[src/rtl/display_seq_pkg.sv]
// Shared types and helpers for the calculator display sequencer.
// State encoding, mux select constants and counter sizing.
package display_seq_pkg;

    typedef enum logic [1:0] {
        SHOW_A   = 2'd0,
        SHOW_B   = 2'd1,
        SHOW_ERR = 2'd2
    } state_t;

    localparam logic SEL_A = 1'b0;
    localparam logic SEL_B = 1'b1;

    // Enough bits to hold the value n itself; never narrower than one bit.
    function automatic int cnt_width(input int unsigned n);
        return (n == 0) ? 1 : $clog2(longint'(n) + 1);
    endfunction

endpackage

[src/rtl/display_seq_timer.sv]
// Saturating cycle counter with synchronous clear, enable and terminal-count flag.
// tc is combinational: high while enabled and the count sits at TERMINAL-1.
module display_seq_timer
    import display_seq_pkg::*;
#(
    parameter int unsigned TERMINAL = 8,
    parameter int          W        = cnt_width(TERMINAL)
) (
    input  logic clk,
    input  logic reset_n,
    input  logic clr,
    input  logic en,
    output logic tc
);

    localparam logic [W-1:0] LAST = W'((TERMINAL == 0) ? 0 : TERMINAL - 1);
    localparam logic [W-1:0] SAT  = W'(TERMINAL);

    logic [W-1:0] cnt_q;
    logic [W-1:0] cnt_d;

    always_comb begin
        cnt_d = cnt_q;
        if (clr) begin
            cnt_d = '0;
        end else if (en && (cnt_q != SAT)) begin
            cnt_d = cnt_q + W'(1);
        end
    end

    always_ff @(posedge clk or negedge reset_n) begin
        if (!reset_n) begin
            cnt_q <= '0;
        end else begin
            cnt_q <= cnt_d;
        end
    end

    // TERMINAL of zero means the counter never expires.
    assign tc = en && (TERMINAL != 0) && (cnt_q == LAST);

endmodule

[src/rtl/display_sequencer.sv]
// Display mux select controller: operand (A) / result (B) / overflow error view.
// Optional error blink compiled in with DISPLAY_SEQ_BLINK_EN; otherwise display_blank stays 0.
module display_sequencer
    import display_seq_pkg::*;
#(
    parameter int unsigned TIMEOUT_CYCLES    = 250_000_000,
    parameter int unsigned BLINK_HALF_CYCLES = 12_500_000
) (
    input  logic clk,
    input  logic reset_n,
    input  logic key_press,
    input  logic result_valid,
    input  logic result_overflow,
    input  logic view_toggle,
    output logic display_select,
    output logic display_blank,
    output logic error_active
);

    state_t state_q, state_d;
    logic   have_q, have_d;
    logic   sel_q, sel_d;
    logic   err_q, err_d;
    logic   blank_q, blank_d;

    logic any_evt;
    logic to_en, to_clr, to_tc;

    assign any_evt = key_press | result_valid | view_toggle;
    assign to_en   = (state_q == SHOW_B);
    assign to_clr  = !to_en || any_evt;

    display_seq_timer #(.TERMINAL(TIMEOUT_CYCLES)) u_timeout (
        .clk     (clk),
        .reset_n (reset_n),
        .clr     (to_clr),
        .en      (to_en),
        .tc      (to_tc)
    );

    // Priority: result_valid, then key_press, then view_toggle.
    always_comb begin
        state_d = state_q;
        unique case (state_q)
            SHOW_A: begin
                if (result_valid) begin
                    state_d = result_overflow ? SHOW_ERR : SHOW_B;
                end else if (key_press) begin
                    state_d = SHOW_A;
                end else if (view_toggle && have_q) begin
                    state_d = SHOW_B;
                end
            end
            SHOW_B: begin
                if (result_valid) begin
                    state_d = result_overflow ? SHOW_ERR : SHOW_B;
                end else if (key_press || view_toggle) begin
                    state_d = SHOW_A;
                end else if (to_tc) begin
                    state_d = SHOW_A;
                end
            end
            SHOW_ERR: begin
                if (result_valid) begin
                    if (!result_overflow) state_d = SHOW_B;
                end else if (key_press || view_toggle) begin
                    state_d = SHOW_A;
                end
            end
            default: state_d = SHOW_A;
        endcase
    end

    always_comb begin
        have_d = have_q;
        if ((state_q == SHOW_ERR) && (state_d != SHOW_ERR)) have_d = 1'b0;
        if (result_valid && !result_overflow) have_d = 1'b1;
        sel_d = (state_d == SHOW_A) ? SEL_A : SEL_B;
        err_d = (state_d == SHOW_ERR);
    end

`ifdef DISPLAY_SEQ_BLINK_EN
    logic blink_en, blink_clr, blink_tc;

    // Counter restarts on entry and wraps each half-period.
    assign blink_en  = (state_q == SHOW_ERR) && (state_d == SHOW_ERR);
    assign blink_clr = !blink_en || blink_tc;

    display_seq_timer #(.TERMINAL(BLINK_HALF_CYCLES)) u_blink (
        .clk     (clk),
        .reset_n (reset_n),
        .clr     (blink_clr),
        .en      (blink_en),
        .tc      (blink_tc)
    );

    always_comb begin
        blank_d = 1'b0;
        if (blink_en) blank_d = blink_tc ? !blank_q : blank_q;
    end
`else
    always_comb begin
        blank_d = 1'b0;
    end
`endif

    always_ff @(posedge clk or negedge reset_n) begin
        if (!reset_n) begin
            state_q <= SHOW_A;
            have_q  <= 1'b0;
            sel_q   <= SEL_A;
            err_q   <= 1'b0;
            blank_q <= 1'b0;
        end else begin
            state_q <= state_d;
            have_q  <= have_d;
            sel_q   <= sel_d;
            err_q   <= err_d;
            blank_q <= blank_d;
        end
    end

    assign display_select = sel_q;
    assign error_active   = err_q;
    assign display_blank  = blank_q;

endmodule

[config.mk]
export PLATFORM = sky130hd
export DESIGN_NAME = display_sequencer
export DESIGN_NICKNAME = d
export VERILOG_FILES = /design/src/rtl/display_seq_pkg.sv /design/src/rtl/display_seq_timer.sv /design/src/rtl/display_sequencer.sv
export SDC_FILE = /design/constraint.sdc
export NUM_CORES = 1
export LEC_CHECK = 0
export BUFFER_PORTS_ARGS = -buffer_cell sky130_fd_sc_hd__buf_4
export CAP_MARGIN = 0
export CORE_UTILIZATION = 35
export DETAILED_ROUTE_END_ITERATION = 6
export MAX_ROUTING_LAYER = met4
export PLACE_DENSITY = 0.59
export SYNTH_ARGS = -nofsm -noshare
export SYNTH_HDL_FRONTEND = slang
export SYNTH_SLANG_ARGS = --single-unit
[constraint.sdc]
create_clock -name clk -period 3.8 [get_ports clk]
set_input_delay 0.38 -clock clk [delete_from_list [all_inputs] [get_ports clk]]
set_output_delay 0.38 -clock clk [all_outputs]
set_load 0.1 [all_outputs]
==> results by group <==
Status
  – Status: complete, no violations

Synth
  – Syn_nets: 210
  – Dominant cell by count in the synthesized netlist: dfrtp_1
  – Post-synth top cells: 33 x dfrtp_1, 21 x a21oi_1, 15 x nor2_1
  – Synth async-reset ratio: 100%
  – Avg Synthesized Cell Area: 9.15 µm²
  – Largest area contributor in the netlist: dfrtp_1
  – #FFs+latches synth: 33
  – Top FF cell, synth: dfrtp_1
  – Area share of the largest cell type after synthesis: 44.7%
  – Synthesized area: 1850 µm²
  – Post-synth EDFFs: 0
  – Cells after synthesis: 202
  – Area contributors post-synth: dfrtp_1 45%, a21oi_1 5.7%, or4_1 5.3%
  – Ys Warns: 0
  – Seq/Total Area, Yosys: 44.7%
  – Synth unique cells: 36

Critical path
  – Crit path DAT: 2580 ps
  – R2r setup slk: 1450 ps
  – Critical Path Slowest Stage Cell: or4_1
  – Crit start category: flip-flop
  – CP max FO: 28
  – Worst path top cell family by delay: simple AND/OR/NAND/NOR gates
  – Endpoint class of the critical path: flip-flop
  – CP Cell Sequence: or4b_4 -> or2_1 -> or4_1 -> nand2_1
  – Critical path's largest stage delay: 630 ps
  – WP buf/inv: 0
  – Worst endpoint required time: 4020 ps
  – Setup CP Type: flip-flop to flip-flop

CTS
  – Clk sinks: 33
  – Clk Latency, worst-skew pair: 280 ps
  – Setup bufs post-CTS: 0
  – Cts bufs inserted: 5
  – Hold_buf cts: 0
  – Clock Tree Root: clkbuf_8
  – Post-CTS Resized: 0
  – TritonCTS clock tree: built
  – H-tree levels: 2
  – Worst-case clock buffer depth: 2
  – Clk slew on worst S/H paths: 70 ps

Floorplan
  – # IOs: 9
  – Initial cell density of the core: 36.2%
  – Die width: 74.7 µm
  – DIE AREA: 5570 µm²
  – Core Area: 5110 µm²
  – Die H: 74.7 µm
  – Core Rows: 26

Detailed routing
  – Final wirelength: 3.81 mm
  – DR DRC count: 0
  – Detail Route Antenna Nets: 0
  – DR iter-0 viols: 59
  – Vias: 1514
  – Vias per cell: 5.49
  – First-pass iteration count of the detailed router: 4
  – Post-DR wirelength/cell: 13.8 µm

Layout
  – Filler cell count: 509
  – Post-layout util: 39.5%
  – NumNets Final: 213
  – Multi-input logic area: 933 µm²
  – Ratio of cells with drive above 1 in the final layout: 10.2%
  – Area delta synth->final: 9.07%
  – Register Area: 826 µm²
  – Ant diodes: 0

GRT
  – Initial antenna violation count: 0
  – First-pass GRT wire length: 6.73 mm
  – GR Overflow Total: 0
  – GRT Total Usage: 16.7%
  – Largest net degree at the start of global routing: 34
  – Number of global-route vias before repair: 1397

Pwr
  – Clock power share: 38.6%
  – Switching pwr: 0.172 mW
  – Total power: 0.667 mW
  – Sequential share of power: 54.1%
  – LEAKAGE: 0.710 nW
  – Int Power: 0.495 mW
  – Gate power share: 7.3%
  – VDD IR-drop max: 0.193 mV
  – Sw Share: 25.8%
  – PD cells: 331 nW/µm²

Place
  – Post-placement setup slack: 1390 ps
  – GPL Wtd Cong: 0.823
  – Port bufs: 7
  – HPWL Detailed: 2.64 mm

Timing
  – Final critical-path required period: 2350 ps
  – # setup viols final: 0
  – Fin crit share: 61.9%
  – Endpoints failing hold: 0
  – Final Worst Setup Slack: 1450 ps
  – Slew Limit Headroom: 34.7%
  – RSZ-0062 raised after global routing: no
  – Slew @ Worst Pin: 979 ps
  – Max Freq: 0.425 GHz
  – Post-Route Skew: 4.06 ps
  – Max-slew violations: 0
  – Hold_ws: 27.4 ps
  – Setup TNS: 0 ps

Worst hold path
  – Worst Hold Class: input pin to async pin

Job
  – Max-Cap Viols: 0
-- path summary, 6_finish.rpt --
check | from | cells after the start | end
setup / recovery | state_q[1]$_DFF_PN0_ | 4 | u_timeout.cnt_q[17]$_DFFE_PN0P_
hold / removal | reset_n | 1 | error_active$_DFF_PN0_
setup reg to reg | state_q[1]$_DFF_PN0_ | 4 | u_timeout.cnt_q[17]$_DFFE_PN0P_
hold reg to reg | have_q$_DFFE_PN0P_ | 2 | have_q$_DFFE_PN0P_
max in group asynchronous | reset_n | 1 | u_timeout.cnt_q[10]$_DFFE_PN0P_
min in group clk | result_valid | 3 | have_q$_DFFE_PN0P_
-- cells in the final DEF, fill, tap and decap left out --
| master | count |
|---|---|
| a21oi_1 | 21 |
| a31oi_1 | 1 |
| and3_1 | 5 |
| and4_1 | 2 |
| buf_4 | 7 |
| clkbuf_8 | 5 |
| clkinv_2 | 2 |
| clkinvlp_4 | 1 |
| conb_1 | 1 |
| dfrtp_1 | 33 |
| ha_1 | 2 |
| inv_1 | 8 |
| nand2_1 | 12 |
| nand2b_1 | 2 |
| nand3_1 | 12 |
| nand3b_1 | 2 |
| nand4_1 | 9 |
| nor2_1 | 15 |
| nor3_1 | 4 |
| nor4_1 | 3 |
| nor4b_1 | 4 |
| nor4bb_1 | 1 |
| o211ai_1 | 2 |
| o21ai_0 | 3 |
| o311ai_0 | 1 |
| o31ai_1 | 12 |
| o41ai_1 | 1 |
| or2_1 | 1 |
| or2_2 | 3 |
| or3_1 | 5 |
| or4_1 | 13 |
| or4_4 | 2 |
| or4b_4 | 1 |
| xnor2_1 | 6 |
| xor2_1 | 4 |
-- per-layer routing --
metal	GRT usage (%)	part of all wire, %	wire length [µm]	vias to the layer above
li1	-	-	-	758
met1	23.4	54	2040	736
met2	23.5	42	1620	13
met3	4.02	2.6	99	7
met4	5.66	1.3	49	0
met5	-	0	0	-
-- worst reg2reg max path, stage by stage, from the launching register on --
cell,delay (ps)
dfrtp_1,440
or4b_4,560
or2_1,580
or4_1,630
nand2_1,80
-- power groups by stage --
stage,combinational [mW],sequential [mW],clock [mW]
2_1_floorplan,0.0166,0.382,0
3_3_place_gp,0.0496,0.367,0
3_5_place_dp,0.0496,0.367,0
4_1_cts,0.0497,0.360,0.270
5_1_grt,0.0535,0.361,0.284
6_report,0.0485,0.361,0.258
-- cell families after synthesis --
family                     count (synthesis)  synth area share [%]
and+or+nand+nor                           96                  30.7
adders and majority gates                  2                  1.35
AOI/OAI and AO/OA                         41                  13.5
buffers and inverters                     19                  4.81
xor gates and xnor gates                  10                  4.74
DFF                                       33                  44.7
other                                      1                 0.203
-- through the flow --
stage	cell area, µm²	instances
after floorplan	1850	202
after global placement	1930	268
after detailed placement	1930	268
after CTS	2020	276
after global routing	2020	276
final	2020	276
-- flip-flops by register name (all words and copies together), names as in the netlist --
name / cells
display_select: 1
error_active: 1
have_q: 1
state_q: 2
u_timeout.cnt_q: 28
-- final cells by class --
type,count,area share [%]
repair buffers,7,2.61
multi-input cells,150,46.3
inverters,8,1.49
flip-flops and latches,33,41.0
well taps,70,4.35
clock inverters,3,0.869
clock buffers,5,3.41
No activity file was read; power rests on OpenSTA's default activity.
